[src/rtl/popcount_pkg.sv]
// Shared constants, mode encoding and elaboration-time helpers for the popcount pipeline.
package popcount_pkg;

    localparam int unsigned DEFAULT_ACC_W = 16;

    typedef enum logic {
        MODE_BEAT  = 1'b0,
        MODE_GROUP = 1'b1
    } mode_e;

    function automatic int unsigned clog2(input int unsigned value);
        int unsigned r;
        r = 0;
        for (int unsigned i = 0; i < 32; i++) begin
            if ((64'd1 << i) < 64'(value)) r = i + 1;
        end
        return r;
    endfunction

    // Element count entering tree level `level` (level 0 = raw input bits).
    function automatic int unsigned tree_elems(input int unsigned width, input int unsigned level);
        int unsigned n;
        n = width;
        for (int unsigned i = 0; i < level; i++) n = (n + 1) / 2;
        return n;
    endfunction

    // Bit offset of a level's slice in the flattened tree bus; elements of level j are j+1 bits wide.
    function automatic int unsigned tree_offset(input int unsigned width, input int unsigned level);
        int unsigned off;
        off = 0;
        for (int unsigned j = 0; j < level; j++) off += tree_elems(width, j) * (j + 1);
        return off;
    endfunction

endpackage

[src/rtl/popcount_level.sv]
// One registered adder-tree level: sums adjacent element pairs, passes an odd element through widened.
module popcount_level
    import popcount_pkg::*;
#(
    parameter int unsigned N_IN  = 2,
    parameter int unsigned EW_IN = 1
) (
    input  logic                                   clk,
    input  logic                                   rst_n,
    input  logic                                   i_hold,
    input  logic                                   i_valid,
    input  logic                                   i_mode,
    input  logic                                   i_last,
    input  logic [N_IN*EW_IN-1:0]                  i_data,
    output logic                                   o_valid,
    output logic                                   o_mode,
    output logic                                   o_last,
    output logic [((N_IN+1)/2)*(EW_IN+1)-1:0]      o_data
);

    localparam int unsigned N_OUT  = (N_IN + 1) / 2;
    localparam int unsigned EW_OUT = EW_IN + 1;

    logic [N_OUT*EW_OUT-1:0] w_sum;
    logic [N_OUT*EW_OUT-1:0] r_data;
    logic                    r_valid;
    logic                    r_mode;
    logic                    r_last;

    for (genvar g = 0; g < N_OUT; g++) begin : g_pair
        if (2 * g + 1 < N_IN) begin : g_add
            assign w_sum[g*EW_OUT +: EW_OUT] = EW_OUT'(i_data[2*g*EW_IN +: EW_IN])
                                             + EW_OUT'(i_data[(2*g+1)*EW_IN +: EW_IN]);
        end else begin : g_pass
            assign w_sum[g*EW_OUT +: EW_OUT] = EW_OUT'(i_data[2*g*EW_IN +: EW_IN]);
        end
    end

    always_ff @(posedge clk or negedge rst_n) begin
        if (!rst_n) begin
            r_data  <= '0;
            r_valid <= 1'b0;
            r_mode  <= 1'b0;
            r_last  <= 1'b0;
        end else if (!i_hold) begin
            r_data  <= w_sum;
            r_valid <= i_valid;
            r_mode  <= i_mode;
            r_last  <= i_last;
        end
    end

    assign o_data  = r_data;
    assign o_valid = r_valid;
    assign o_mode  = r_mode;
    assign o_last  = r_last;

endmodule

[src/rtl/popcount_pipe.sv]
// Pipelined population count with per-beat or saturating group-accumulate output,
// valid/ready handshake on both sides and a whole-pipe stall on output backpressure.
module popcount_pipe
    import popcount_pkg::*;
#(
    parameter int unsigned WIDTH = 7,
    parameter int unsigned ACC_W = DEFAULT_ACC_W
) (
    input  logic             clk,
    input  logic             rst_n,
    input  logic             in_valid,
    output logic             in_ready,
    input  logic [WIDTH-1:0] in_data,
    input  logic             in_mode,
    input  logic             in_last,
    output logic             out_valid,
    input  logic             out_ready,
    output logic [ACC_W-1:0] out_count,
    output logic             out_ovf
);

    localparam int unsigned CNT_W     = clog2(WIDTH + 1);
    localparam int unsigned LEVELS    = clog2(WIDTH);
    localparam int unsigned TREE_BITS = tree_offset(WIDTH, LEVELS + 1);
    localparam int unsigned TAIL_OFF  = tree_offset(WIDTH, LEVELS);
    localparam int unsigned TAIL_W    = LEVELS + 1;
    localparam int unsigned ACC_W1    = ACC_W + 1;

    // Level k occupies its own slice of w_tree; slot 0 is the gated input beat.
    logic [TREE_BITS-1:0] w_tree;
    logic [LEVELS:0]      w_valid;
    logic [LEVELS:0]      w_mode;
    logic [LEVELS:0]      w_last;

    logic                 w_stall;
    logic                 w_accept;
    logic [TAIL_W-1:0]    w_tail;
    logic [CNT_W-1:0]     w_count;
    logic [ACC_W:0]       w_count_ext;
    logic [ACC_W:0]       w_sum;
    logic                 w_sat;
    logic [ACC_W-1:0]     w_acc_next;

    logic                 r_out_valid;
    logic [ACC_W-1:0]     r_out_count;
    logic                 r_out_ovf;
    logic [ACC_W-1:0]     r_acc;
    logic                 r_acc_ovf;

    assign w_stall  = r_out_valid && !out_ready;
    assign in_ready = !w_stall;
    assign w_accept = in_valid && in_ready;

    // Unaccepted beats enter as zeroed bubbles so nothing undefined reaches the accumulator.
    assign w_tree[0 +: WIDTH] = w_accept ? in_data : '0;
    assign w_valid[0]         = w_accept;
    assign w_mode[0]          = w_accept & in_mode;
    assign w_last[0]          = w_accept & in_mode & in_last;

    for (genvar k = 0; k < LEVELS; k++) begin : g_level
        localparam int unsigned IN_OFF   = tree_offset(WIDTH, k);
        localparam int unsigned IN_BITS  = tree_elems(WIDTH, k) * (k + 1);
        localparam int unsigned OUT_OFF  = tree_offset(WIDTH, k + 1);
        localparam int unsigned OUT_BITS = tree_elems(WIDTH, k + 1) * (k + 2);

        popcount_level #(
            .N_IN  (tree_elems(WIDTH, k)),
            .EW_IN (k + 1)
        ) u_level (
            .clk     (clk),
            .rst_n   (rst_n),
            .i_hold  (w_stall),
            .i_valid (w_valid[k]),
            .i_mode  (w_mode[k]),
            .i_last  (w_last[k]),
            .i_data  (w_tree[IN_OFF +: IN_BITS]),
            .o_valid (w_valid[k+1]),
            .o_mode  (w_mode[k+1]),
            .o_last  (w_last[k+1]),
            .o_data  (w_tree[OUT_OFF +: OUT_BITS])
        );
    end

    assign w_tail      = w_tree[TAIL_OFF +: TAIL_W];
    assign w_count     = CNT_W'(w_tail);
    assign w_count_ext = ACC_W1'(w_count);
    assign w_sum       = {1'b0, r_acc} + w_count_ext;
    assign w_sat       = w_sum[ACC_W];
    assign w_acc_next  = w_sat ? '1 : w_sum[ACC_W-1:0];

    always_ff @(posedge clk or negedge rst_n) begin
        if (!rst_n) begin
            r_out_valid <= 1'b0;
            r_out_count <= '0;
            r_out_ovf   <= 1'b0;
            r_acc       <= '0;
            r_acc_ovf   <= 1'b0;
        end else if (!w_stall) begin
            r_out_valid <= 1'b0;
            if (w_valid[LEVELS]) begin
                if (mode_e'(w_mode[LEVELS]) == MODE_BEAT) begin
                    r_out_valid <= 1'b1;
                    r_out_count <= ACC_W'(w_count);
                    r_out_ovf   <= 1'b0;
                end else if (w_last[LEVELS]) begin
                    r_out_valid <= 1'b1;
                    r_out_count <= w_acc_next;
                    r_out_ovf   <= r_acc_ovf | w_sat;
                    r_acc       <= '0;
                    r_acc_ovf   <= 1'b0;
                end else begin
                    r_acc     <= w_acc_next;
                    r_acc_ovf <= r_acc_ovf | w_sat;
                end
            end
        end
    end

    assign out_valid = r_out_valid;
    assign out_count = r_out_count;
    assign out_ovf   = r_out_ovf;

endmodule

[config.mk]
export PLATFORM = sky130hd
export DESIGN_NAME = popcount_pipe
export DESIGN_NICKNAME = d
export VERILOG_FILES = /design/src/rtl/popcount_pkg.sv /design/src/rtl/popcount_level.sv /design/src/rtl/popcount_pipe.sv
export SDC_FILE = /design/constraint.sdc
export NUM_CORES = 1
export LEC_CHECK = 0
export CORE_MARGIN = 2
export CORE_UTILIZATION = 37
export CTS_BUF_LIST = sky130_fd_sc_hd__clkbuf_16
export DETAILED_ROUTE_END_ITERATION = 10
export GPL_ROUTABILITY_DRIVEN = 0
export PLACE_DENSITY = 0.67
export SYNTH_ARGS = -nofsm -noshare
export SYNTH_HDL_FRONTEND = slang
export SYNTH_HIERARCHICAL = 1
export SYNTH_SLANG_ARGS = --single-unit
[constraint.sdc]
create_clock -name clk -period 2.5 [get_ports clk]
set_clock_uncertainty 0.2 [all_clocks]
set_input_delay 0.25 -clock clk [delete_from_list [all_inputs] [get_ports clk]]
set_output_delay 0.25 -clock clk [all_outputs]
set_load 0.02 [all_outputs]
# Word level (Yosys, flattened, before mapping)
# Index checks and enable logic that the tools add are counted.
dict set report totals {
  ff_bits 60
  in_bits 13
  wordCells 46
}
dict set report classes {
  n_reduce_logical 6
  muxes 11
  add_sub_neg 7
  eq_ne 1
  bitwise 4
}
# cell count
set op_table {}
lappend op_table {{2-to-1 mux 16 bit} 4}
lappend op_table {{adder 16 x 3 -> 17 bit} 1}
lappend op_table {{2-to-1 mux 7 bit} 1}
lappend op_table {{adder 1 x 1 -> 2 bit} 3}
lappend op_table {{2-to-1 mux 1 bit} 6}
lappend op_table {{AND reduction 3 bit} 2}
lappend op_table {{adder 2 x 1 -> 3 bit} 1}
lappend op_table {{adder 2 x 2 -> 3 bit} 1}
lappend op_table {{adder 3 bit} 1}
lappend op_table {{bitwise AND 1 bit} 2}
lappend op_table {{logical AND 1 bit} 2}
lappend op_table {{zero test 1 bit} 2}
lappend op_table {{!= test 2 bit (second input constant)} 1}
lappend op_table {{inverter 1 bit} 1}
lappend op_table {{OR 1 bit} 1}

# Longest topological paths before layout
# Gate-level depths: netlist (run 1).
dict set report depth {
  word_depth 6
  depth_mapped 8
  ltp_nobuf 7
}

# By module
# Netlist (run 1), hierarchy kept.
# mod area_each_um2 seq_area_each_um2 n_inst cells_per_inst
set modules_own_cells {}
lappend modules_own_cells {popcount_pipe 1990.7 875.8 1 221}
lappend modules_own_cells {{popcount_level at g_level[0].u_level} 460.4 250.2 1 26}
lappend modules_own_cells {{popcount_level at g_level[1].u_level} 431.7 225.2 1 28}
lappend modules_own_cells {{popcount_level at g_level[2].u_level} 367.9 175.2 1 28}

# Least setup slack after synthesis (run 1)
# Ideal clock, no wire load.
dict set report synth_path {
  kind {flip-flop to flip-flop}
  start {register g_level[2].u_level.r_data[0]}
  end {register r_acc[5]}
  setup_slack_ns 0.147
  setup_ns 0.131
  arrival_ns 2.022
  stages_incl_launch_ff 9
  path_cell_list {dfrtp_1 > ha_1 > fa_1 > a21oi_1 > or4_4 > nor2_2 > buf_4 > a22oi_1 > o21ai_0}
}
dict set report synth_between {
  elab_chain_len 3
}
# item line
set synth_lines {}
lappend synth_lines {{from (decl)} popcount_level.sv:25} ;# logic [N_OUT*EW_OUT-1:0] r_data;
lappend synth_lines {{from (signal assigned)} popcount_level.sv:46} ;# r_data <= w_sum;
lappend synth_lines {{adder 16 x 3 -> 17 bit} popcount_pipe.sv:87} ;# assign w_sum = {1'b0, r_acc} + w_count_ext;
lappend synth_lines {{2-to-1 mux 16 bit} popcount_pipe.sv:89} ;# assign w_acc_next = w_sat ? '1 : w_sum[ACC_W-1:0];
lappend synth_lines {{2-to-1 mux 16 bit} popcount_pipe.sv:105} ;# end else if (w_last[LEVELS]) begin
lappend synth_lines {{to (signal assigned)} popcount_pipe.sv:112} ;# r_acc <= w_acc_next;
lappend synth_lines {{to (decl)} popcount_pipe.sv:47} ;# logic [ACC_W-1:0] r_acc;
# No other way between the ends.
# A chain may end at the register's enable or synchronous reset.

# Worst setup path in the final report (run 1)
dict set report layout_path {
  start {register g_level[2].u_level.r_data[2]}
  end {register r_out_count[9], in the netlist out_count[9]}
}
dict set report layout_between {
  elab_chain_len 4
}
# item line
set layout_lines {}
lappend layout_lines {{adder 16 x 3 -> 17 bit} popcount_pipe.sv:87}
lappend layout_lines {{2-to-1 mux 16 bit} popcount_pipe.sv:89}
lappend layout_lines {{2-to-1 mux 16 bit} popcount_pipe.sv:105}
lappend layout_lines {{2-to-1 mux 16 bit} popcount_pipe.sv:101} ;# if (mode_e'(w_mode[LEVELS]) == MODE_BEAT) begin
lappend layout_lines {{to (signal assigned)} popcount_pipe.sv:103} ;# r_out_count <= ACC_W'(w_count);
lappend layout_lines {{to (signal assigned)} popcount_pipe.sv:107} ;# r_out_count <= w_acc_next;
lappend layout_lines {{to (decl)} popcount_pipe.sv:45} ;# logic [ACC_W-1:0] r_out_count;
# No other way between the ends. The select of a mux whose other input is x is not followed.

==> summary.txt, run 1 <==
Cells and area
  • Design Area, Final: 0.00396 mm2
  • Area delta synth->final: 24.3%
  • Fillers: 762
  • Commonest non-fill, non-tap cells in the layout: dfrtp_1, nand2_1, clkdlybuf4s50_1
  • Commonest non-fill, non-tap cell in the layout: dfrtp_1
  • Share of post-route cells with drive strength above 1: 17.1%
  • # diodes: 0
  • Nets: 367

Clocking
  • CTS buffer count: 9
  • Number of H-tree levels: 3
  • Worst-Skew Late Latency: 0.33 ns
  • Clock sink count: 60
  • Post-CTS Setup Bufs: 0
  • Clk slew on worst S/H paths: 0.05 ns
  • CTS tree: done
  • Root Buffer: clkbuf_16
  • Worst-case clock buffer depth: 2

Timing
  • Slew Limit Fails: 0
  • Fmax: 431 MHz
  • Total negative slack: 0 ns
  • Setup WS post-layout: 0.178 ns
  • Setup Viol. Count Final: 0
  • Final cycle utilization of the critical path: 92.9%
  • Post-layout min period: 2.32 ns
  • Final hold vios: 0
  • RSZ-0062 raised after global routing: false

Synth
  • Warning count from the yosys run: 6
  • Netlist Area Pre-Place: 0.00319 mm2
  • Mapped Cells: 297
  • Post-Syn Area per Cell: 10.7 um2
  • Syn Nets: 324

Floorplanning
  • Die Ht: 96.8 um
  • Die ar.: 0.00937 mm2
  • Horiz. Die Dim: 96.8 um
  • Initial Util: 38.4%
  • Core ar.: 0.00830 mm2
  • Top Ports: 32
  • # rows: 33

Power
  • Pwr Density: 912 mW/mm2
  • Peak supply drop: 0.517 mV
  • Leakage power: 0.00187 uW

GRT
  • First-pass GRT wire length: 11100 um
  • Most Used Layer, Global Route: met2
  • Vias in the first global route: 2314
  • Met1 usage: 18.3%
  • Largest net degree at the start of global routing: 61
  • Met2 Use GR: 23.9%
  • Global-route track usage on met3: 5.06%
  • Grt ovf: 0
  • Total GRT Usage: 14.7%
  • Initial antenna violation count: 0

Worst setup path
  • Delay of the slowest cell on the worst path: 0.41 ns
  • Reg-to-reg setup timing slack: 0.18 ns
  • CP endpoint: out_count[9]$_DFFE_PN0P_
  • Required @ worst endpoint: 2.52 ns
  • FF-to-FF Start: g_level[2].u_level/o_data[2]$_DFFE_PN0N_
  • Critical Path Start: g_level[2].u_level/o_data[2]$_DFFE_PN0N_
  • CP max-delay cell: a2111o_1
  • Worst Setup Start Kind: register
  • Crit path max fanout: 5
  • Crit-path cells: ha_1 -> nand3_1 -> buf_4 -> a2111o_1 -> xnor2_1 -> a21oi_1 -> a21o_1
  • CP endpoint kind: register
  • Kind of critical path: reg2reg
  • Worst Path Arrival: 2.34 ns
  • Worst r2r path cells: 7
  • R2R Path End: out_count[9]$_DFFE_PN0P_

Placement
  • Buffers added on ports: 31
  • Pre-CTS WS: 0.126 ns
  • Placed cell area: 0.00368 mm2
  • Post-detail-place hpwl: 4500 um

Detailed routing
  • Total Wirelength: 6490 um
  • Vias per cell: 5.04
  • First-pass DRT Iterations: 4
  • Antenna-violating nets left: 0
  • WL per Instance: 14.4 um
  • Initial DRC count: 122
  • Routed vias: 2270
  • # DRC: 0

Worst hold path
  • Worst min-delay path class: in2async

Job
  • Number of max-cap violations: 0

Status
  • Status: finished clean
-- state kept, by name (all words and copies together), names as in the netlist --
name                     cells
g_level.u_level/o_data      16
out_valid                    1
out_count                   16
r_acc_ovf                    1
g_level.u_level/o_mode       3
r_acc                       16
out_ovf                      1
g_level.u_level/o_last       3
g_level.u_level/o_valid      3
-- critical path: cells and delay by family (launching register included) --
family,cells,cell delay [ns]
compound gates,3,0.65
xor+xnor,1,0.16
fa+ha+maj,1,0.39
buf+inv,1,0.20
flops,1,0.40
simple gates,1,0.21
-- cell type report --
class / instances / area, um2 / area share (%)
Timing Repair Buffer: 49 / 468 / 11.8
Clock inverter: 7 / 43.8 / 1.11
Clock buffer: 9 / 225 / 5.69
Tap cell: 105 / 131 / 3.32
Multi-Input combinational cell: 210 / 1550 / 39.2
Sequential cell: 60 / 1500 / 37.9
Inverter: 10 / 37.5 / 0.948
-- how the worst min path moves through the flow --
stage / end / slack, ns / startpoint / depth (start not counted)
after floorplan: g_level[0].u_level/o_data[0]$_DFFE_PN0N_ / -0.25 / rst_n / 0
after global placement: out_count[11]$_DFFE_PN0P_ / 0.08 / rst_n / 2
after detailed placement: out_count[13]$_DFFE_PN0P_ / 0.09 / rst_n / 2
after CTS: out_count[13]$_DFFE_PN0P_ / 0.27 / rst_n / 3
after global routing: out_count[5]$_DFFE_PN0P_ / 0.28 / out_count[5]$_DFFE_PN0P_ / 1
final: out_count[13]$_DFFE_PN0P_ / 0.26 / rst_n / 3
-- per-layer routing --
layer | routed length, um | part of all wire [%] | vias up
li1 | - | - | 1136
met1 | 3070 | 47 | 1088
met2 | 3130 | 48 | 42
met3 | 232 | 3.6 | 4
met4 | 56 | 0.86 | 0
met5 | 0 | 0 | -
-- repair_timing --
item / in CTS / in global routing
endpoints found under the setup margin: 0 / 1
endpoints found under the hold margin: 60 / 0
gates resized for setup: 0 / 1
hold buffers: 1 / 0
-- through the flow --
step	cells	util (%)	hold slack, ns	power [uW]
6_report	450	47.7	0.257	3610
5_1_grt	450	47.7	0.284	3840
4_1_cts	450	47.7	0.274	3660
3_5_place_dp	433	44.3	0.0871	2530
3_3_place_gp	433	44.3	0.0844	2500
2_1_floorplan	297	-	-0.246	2150
-- where the power goes --
| group | total [uW] | internal [uW] | switching (uW) |
|---|---|---|---|
| logic | 1140 | 568 | 576 |
| registers | 1370 | 1180 | 186 |
| clock network | 1100 | 661 | 441 |
| total | 3610 | 2410 | 1200 |
Power figures use the tool's default switching activity.
==> run 2: changes to the inputs <==
- CTS_CLUSTER_SIZE: not set -> 25
==> results of run 2 <==
Final layout, timing and power as in run 1 (identical DEF).
